==> config.mk <==
export PLATFORM = sky130hd
export DESIGN_NAME = alu_seq
export DESIGN_NICKNAME = d
export VERILOG_FILES = /design/src/rtl/alu_seq.sv
export SDC_FILE = /design/constraint.sdc
export NUM_CORES = 1
export LEC_CHECK = 0
export CAP_MARGIN = 20
export CORE_ASPECT_RATIO = 2
export CORE_MARGIN = 2
export CORE_UTILIZATION = 56
export CTS_CLUSTER_SIZE = 40
export DETAILED_ROUTE_END_ITERATION = 10
export PLACE_DENSITY_LB_ADDON = 0.08
export REMOVE_ABC_BUFFERS = 1
export SLEW_MARGIN = 20
export SYNTH_ARGS = -nofsm -noshare
export SYNTH_HDL_FRONTEND = slang
export SYNTH_SLANG_ARGS = --single-unit
==> constraint.sdc <==
create_clock -name clk -period 2.7 [get_ports clk]
set_clock_uncertainty 0.05 [all_clocks]
set_input_delay 0.27 -clock clk [delete_from_list [all_inputs] [get_ports clk]]
set_output_delay 0.27 -clock clk [all_outputs]
set_load 0.02 [all_outputs]
==> src/rtl/alu_seq.sv <==
// Byte-serial instruction sequencer for the 8-bit ALU: collects opcode/register/immediate,
// issues the operation for one cycle, writes the result back and offers it on a writeback handshake.
module alu_seq #(
    parameter int DATA_W = 8
) (
    input  logic              clk,
    input  logic              rst_n,
    input  logic              in_valid,
    input  logic [DATA_W-1:0] in_data,
    output logic              in_ready,
    output logic [DATA_W-1:0] alu_opcode,
    output logic [DATA_W-1:0] alu_operand_0,
    output logic [DATA_W-1:0] alu_operand_1,
    input  logic [DATA_W-1:0] alu_result,
    output logic              wb_valid,
    output logic [1:0]        wb_reg,
    output logic [DATA_W-1:0] wb_data,
    input  logic              wb_ready,
    output logic              illegal,
    input  logic [1:0]        dbg_sel,
    output logic [DATA_W-1:0] dbg_data
);

    localparam logic [DATA_W-1:0] OPC_SUB_IMM = DATA_W'(8'h01);
    localparam logic [DATA_W-1:0] OPC_ADD_IMM = DATA_W'(8'h03);

    typedef enum logic [2:0] {
        S_OPC,
        S_REG,
        S_IMM,
        S_EXEC,
        S_WB
    } state_t;

    state_t            r_state;
    logic [DATA_W-1:0] r_opc;
    logic [1:0]        r_idx;
    logic [DATA_W-1:0] r_rf [4];
    logic              r_in_ready;
    logic [DATA_W-1:0] r_alu_opcode;
    logic [DATA_W-1:0] r_alu_op0;
    logic [DATA_W-1:0] r_alu_op1;
    logic              r_wb_valid;
    logic [1:0]        r_wb_reg;
    logic [DATA_W-1:0] r_wb_data;
    logic              r_illegal;
    logic              w_in_xfer;

    assign w_in_xfer = in_valid && r_in_ready;

    always_ff @(posedge clk or negedge rst_n) begin
        if (!rst_n) begin
            r_state      <= S_OPC;
            r_opc        <= '0;
            r_idx        <= '0;
            for (int i = 0; i < 4; i++) r_rf[i] <= '0;
            r_in_ready   <= 1'b1;
            r_alu_opcode <= '0;
            r_alu_op0    <= '0;
            r_alu_op1    <= '0;
            r_wb_valid   <= 1'b0;
            r_wb_reg     <= '0;
            r_wb_data    <= '0;
            r_illegal    <= 1'b0;
        end else begin
            r_illegal <= 1'b0;
            case (r_state)
                S_OPC: begin
                    if (w_in_xfer) begin
                        if (in_data == OPC_ADD_IMM || in_data == OPC_SUB_IMM) begin
                            r_opc   <= in_data;
                            r_state <= S_REG;
                        end else begin
                            r_illegal <= 1'b1;
                        end
                    end
                end
                S_REG: begin
                    if (w_in_xfer) begin
                        if (in_data[DATA_W-1:2] == '0) begin
                            r_idx   <= in_data[1:0];
                            r_state <= S_IMM;
                        end else begin
                            r_illegal <= 1'b1;
                            r_opc     <= '0;
                            r_state   <= S_OPC;
                        end
                    end
                end
                S_IMM: begin
                    // ALU drive is loaded here so it is already registered throughout S_EXEC
                    if (w_in_xfer) begin
                        r_alu_opcode <= r_opc;
                        r_alu_op0    <= r_rf[r_idx];
                        r_alu_op1    <= in_data;
                        r_in_ready   <= 1'b0;
                        r_state      <= S_EXEC;
                    end
                end
                S_EXEC: begin
                    r_rf[r_idx]  <= alu_result;
                    r_wb_reg     <= r_idx;
                    r_wb_data    <= alu_result;
                    r_wb_valid   <= 1'b1;
                    r_alu_opcode <= '0;
                    r_alu_op0    <= '0;
                    r_alu_op1    <= '0;
                    r_state      <= S_WB;
                end
                S_WB: begin
                    if (wb_ready) begin
                        r_wb_valid <= 1'b0;
                        r_in_ready <= 1'b1;
                        r_state    <= S_OPC;
                    end
                end
                default: r_state <= S_OPC;
            endcase
        end
    end

    assign in_ready      = r_in_ready;
    assign alu_opcode    = r_alu_opcode;
    assign alu_operand_0 = r_alu_op0;
    assign alu_operand_1 = r_alu_op1;
    assign wb_valid      = r_wb_valid;
    assign wb_reg        = r_wb_reg;
    assign wb_data       = r_wb_data;
    assign illegal       = r_illegal;
    assign dbg_data      = r_rf[dbg_sel];

endmodule
==> reports/qor.yml <==
global_route:
  use_met2_pct: 40.43
  grtUsageMet3_pct: 5.863
  overflow: 0
  grt_use_total_pct: 24.39
  grt-busiest-layer: "met2"
  grtUsageMet1_pct: 29.98
  antenna_found_initial: 0
  grt_max_degree: 83
  grt_pass1_wl_um: 12870
  grt_pass1_vias: 2597
setup_path:
  cp.required_ps: 2380
  crit_family: "buffers and inverters"
  rrSetupSlack_ps: 670
  path_max_fanout: 8
  cp.arrival_ps: 2050
  path_common_cell: "clkdlybuf4s50_1"
  r2r_end: "r_rf[11]"
  slowest_delay_ps: 560
  r2r_cells: 4
  cp-start-kind: "input pin"
  r2r_start: "r_state[0]"
  worstSetupEndpointType: "primary output"
  cp_cell_sequence: "clkdlybuf4s50_1 > buf_4 > mux4_2 > clkdlybuf4s50_1"
  crit_start: "dbg_sel[0]"
  critical_path_class: "input pin to primary output"
  critPathBufInv: 3
  crit_slowest_cell: "clkdlybuf4s50_1"
cts:
  clk_pin_slew_ps: 60
  htreeDepth: 3
  cts_sinks: 82
  cts_max_path_buffers: 2
  cts-root-buf: "clkbuf_16"
  cts_tree: "yes"
  clk_latency_ps: 330
  cts_buffers: 9
  ctsHoldBuffers: 0
  ctsResizeCount: 0
  cts_post_setup_buffers_inserted: 0
timing:
  fmax_mhz: 422.8
  min_period_over_period_pct: 87.61
  slew_viol_final: 0
  finalSetupTns_ps: 0
  tightest_slew_ps: 722.2
  setup_violations: 0
  fin_crit_ps: 2365
  rsz0062_at_grt: "no"
  whs_ps: 422.9
  relSlewSlack_pct: 51.85
  hold_violations: 0
finish:
  utilization_pct: 73.82
  n_fill_cell: 498
  diodes: 0
  syn_to_final_growth_pct: 27.00
  nets: 394
  layout_commonest_cell: "nand2_1"
  drive_above_1_share_pct: 24.14
  largest_reg_flops: 32
  top_register: "r_rf"
  final_cell_mix: "nand2_1 (86), dfrtp_1 (81), clkdlybuf4s50_1 (65)"
yosys:
  synth_cell_types: 36
  synth_compound_area_share_pct: 5.347
  yosys.area_share.adder_pct: 0
  ys_seq_area_share_pct: 55.53
  syn_inst: 305
  synthSimpleGateAreaFrac_pct: 15.77
  synth_area_leaders: "dfrtp_1 (55%), mux2_2 (10%), mux4_2 (9.7%)"
  ys_warn_count: 0
  synth_xor_area_share_pct: 0
  netlist_area_um2: 3697
  synth_mux_area_share_pct: 20.10
  avgSynthCellArea_um2: 12.12
  synth_top_family_by_area: "multiplexers"
  yosysTopAreaCell: "dfrtp_1"
  ys_ff_latch: 82
  synth_top_cell_area_share_pct: 54.82
routing:
  wl_per_cell_um: 17.14
  postRouteWirelength_um: 7938
  via_per_inst: 5.495
  drt_iter0_markers: 136
  vias: 2544
  antenna_left: 0
  drc: 0
  first_pass_iters: 4
worst_hold_path:
  hold_path_class: "flip-flop to flip-flop"
  hp-start: "wb_data[0]"
  hold_path_end: "wb_data[0]"
  whs_path_depth: 2
floorplanning:
  dieWidth_um: 61.46
  core_um2: 6361
  die_h_um: 118.9
  die_area_um2: 7308
  ios: 67
  initial_utilization_pct: 58.12
  fp-row-count: 41
power:
  vdd_drop_max_v: 0.0004737
  power.density_nw_per_um2: 528.7
  p_leak_nw: 2.100
placement:
  routabilityCongestion: 0.7573
  dp_hpwl_um: 5351
  numPortBuffers: 66
run:
  cap_violations: 0
run_status:
  status: "finished, final reports clean"
==> worst max path at each step <==
stage / endpoint / slack [ps] / cells past startpoint
floorplan: alu_opcode[0] / 270 / 3
global placement: dbg_data[7] / 350 / 4
detailed placement: dbg_data[3] / 320 / 4
CTS: dbg_data[3] / 310 / 4
global route: dbg_data[3] / 230 / 4
finish: dbg_data[2] / 330 / 4
==> report_power, final <==
group,total (W),switching (W),internal (W)
clock,0.00113,0.000440,0.000695
sequential,0.00124,0.00000436,0.00124
combinational,0.000108,0.0000566,0.0000514
==> cells by family after synthesis <==
group,Yosys count
buffers and inverters,18
DFF,82
and+or+nand+nor,119
AOI/OAI and AO/OA,36
muxes,50
==> synth_stat cells, drive strengths merged <==
master	count
nor2	9
nor3b	1
a41oi	1
dfrtp	81
o31ai	1
mux4	16
nand4	2
and3	7
nand3b	1
clkbuf	5
buf	12
inv	1
a21oi	4
a31oi	1
o21ai	26
dfstp	1
and3b	1
and4bb	1
nand2	87
nand3	4
mux2	34
a21boi	1
a31o	2
or3	2
nor3	1
or2	2
nor2b	1
==> worst min-delay path, cell delays in order (launching register included) <==
cell and delay [ps]:
dfrtp_1 340, nand2_1 50, nand2_1 50
==> area by class of cell <==
class                   count  area [um^2]  share of cell area (%)
clock buffers              14        274.0                   5.835
clock inverters             2        10.01                  0.2132
inverters                   1        3.754                 0.07994
multi-input cells         205         1530                   32.59
flip-flops and latches     82         2053                   43.73
well taps                  86        107.6                   2.291
repair buffers             73        716.9                   15.27
==> stage by stage <==
stage / worst slack (ps) / power [W] / instance area [um^2] / cells
global placement: 346.0 / 0.001369 / 4398 / 446
global route: 234.2 / 0.002580 / 4696 / 463
detailed placement: 317.6 / 0.001370 / 4398 / 446
floorplan: 272.0 / 0.001286 / 3581 / 288
CTS: 314.1 / 0.002512 / 4682 / 462
finish: 334.6 / 0.002483 / 4696 / 463
==> metal layers <==
| metal | share of wire, % | up-vias | wire length [um] |
|---|---|---|---|
| li1 | - | 1191 | - |
| met1 | 39 | 1270 | 3135 |
| met2 | 55 | 72 | 4390 |
| met3 | 3.6 | 11 | 285 |
| met4 | 1.6 | 0 | 126 |
| met5 | 0 | - | 0 |
Note: power is estimated with default switching activity, not from simulation.
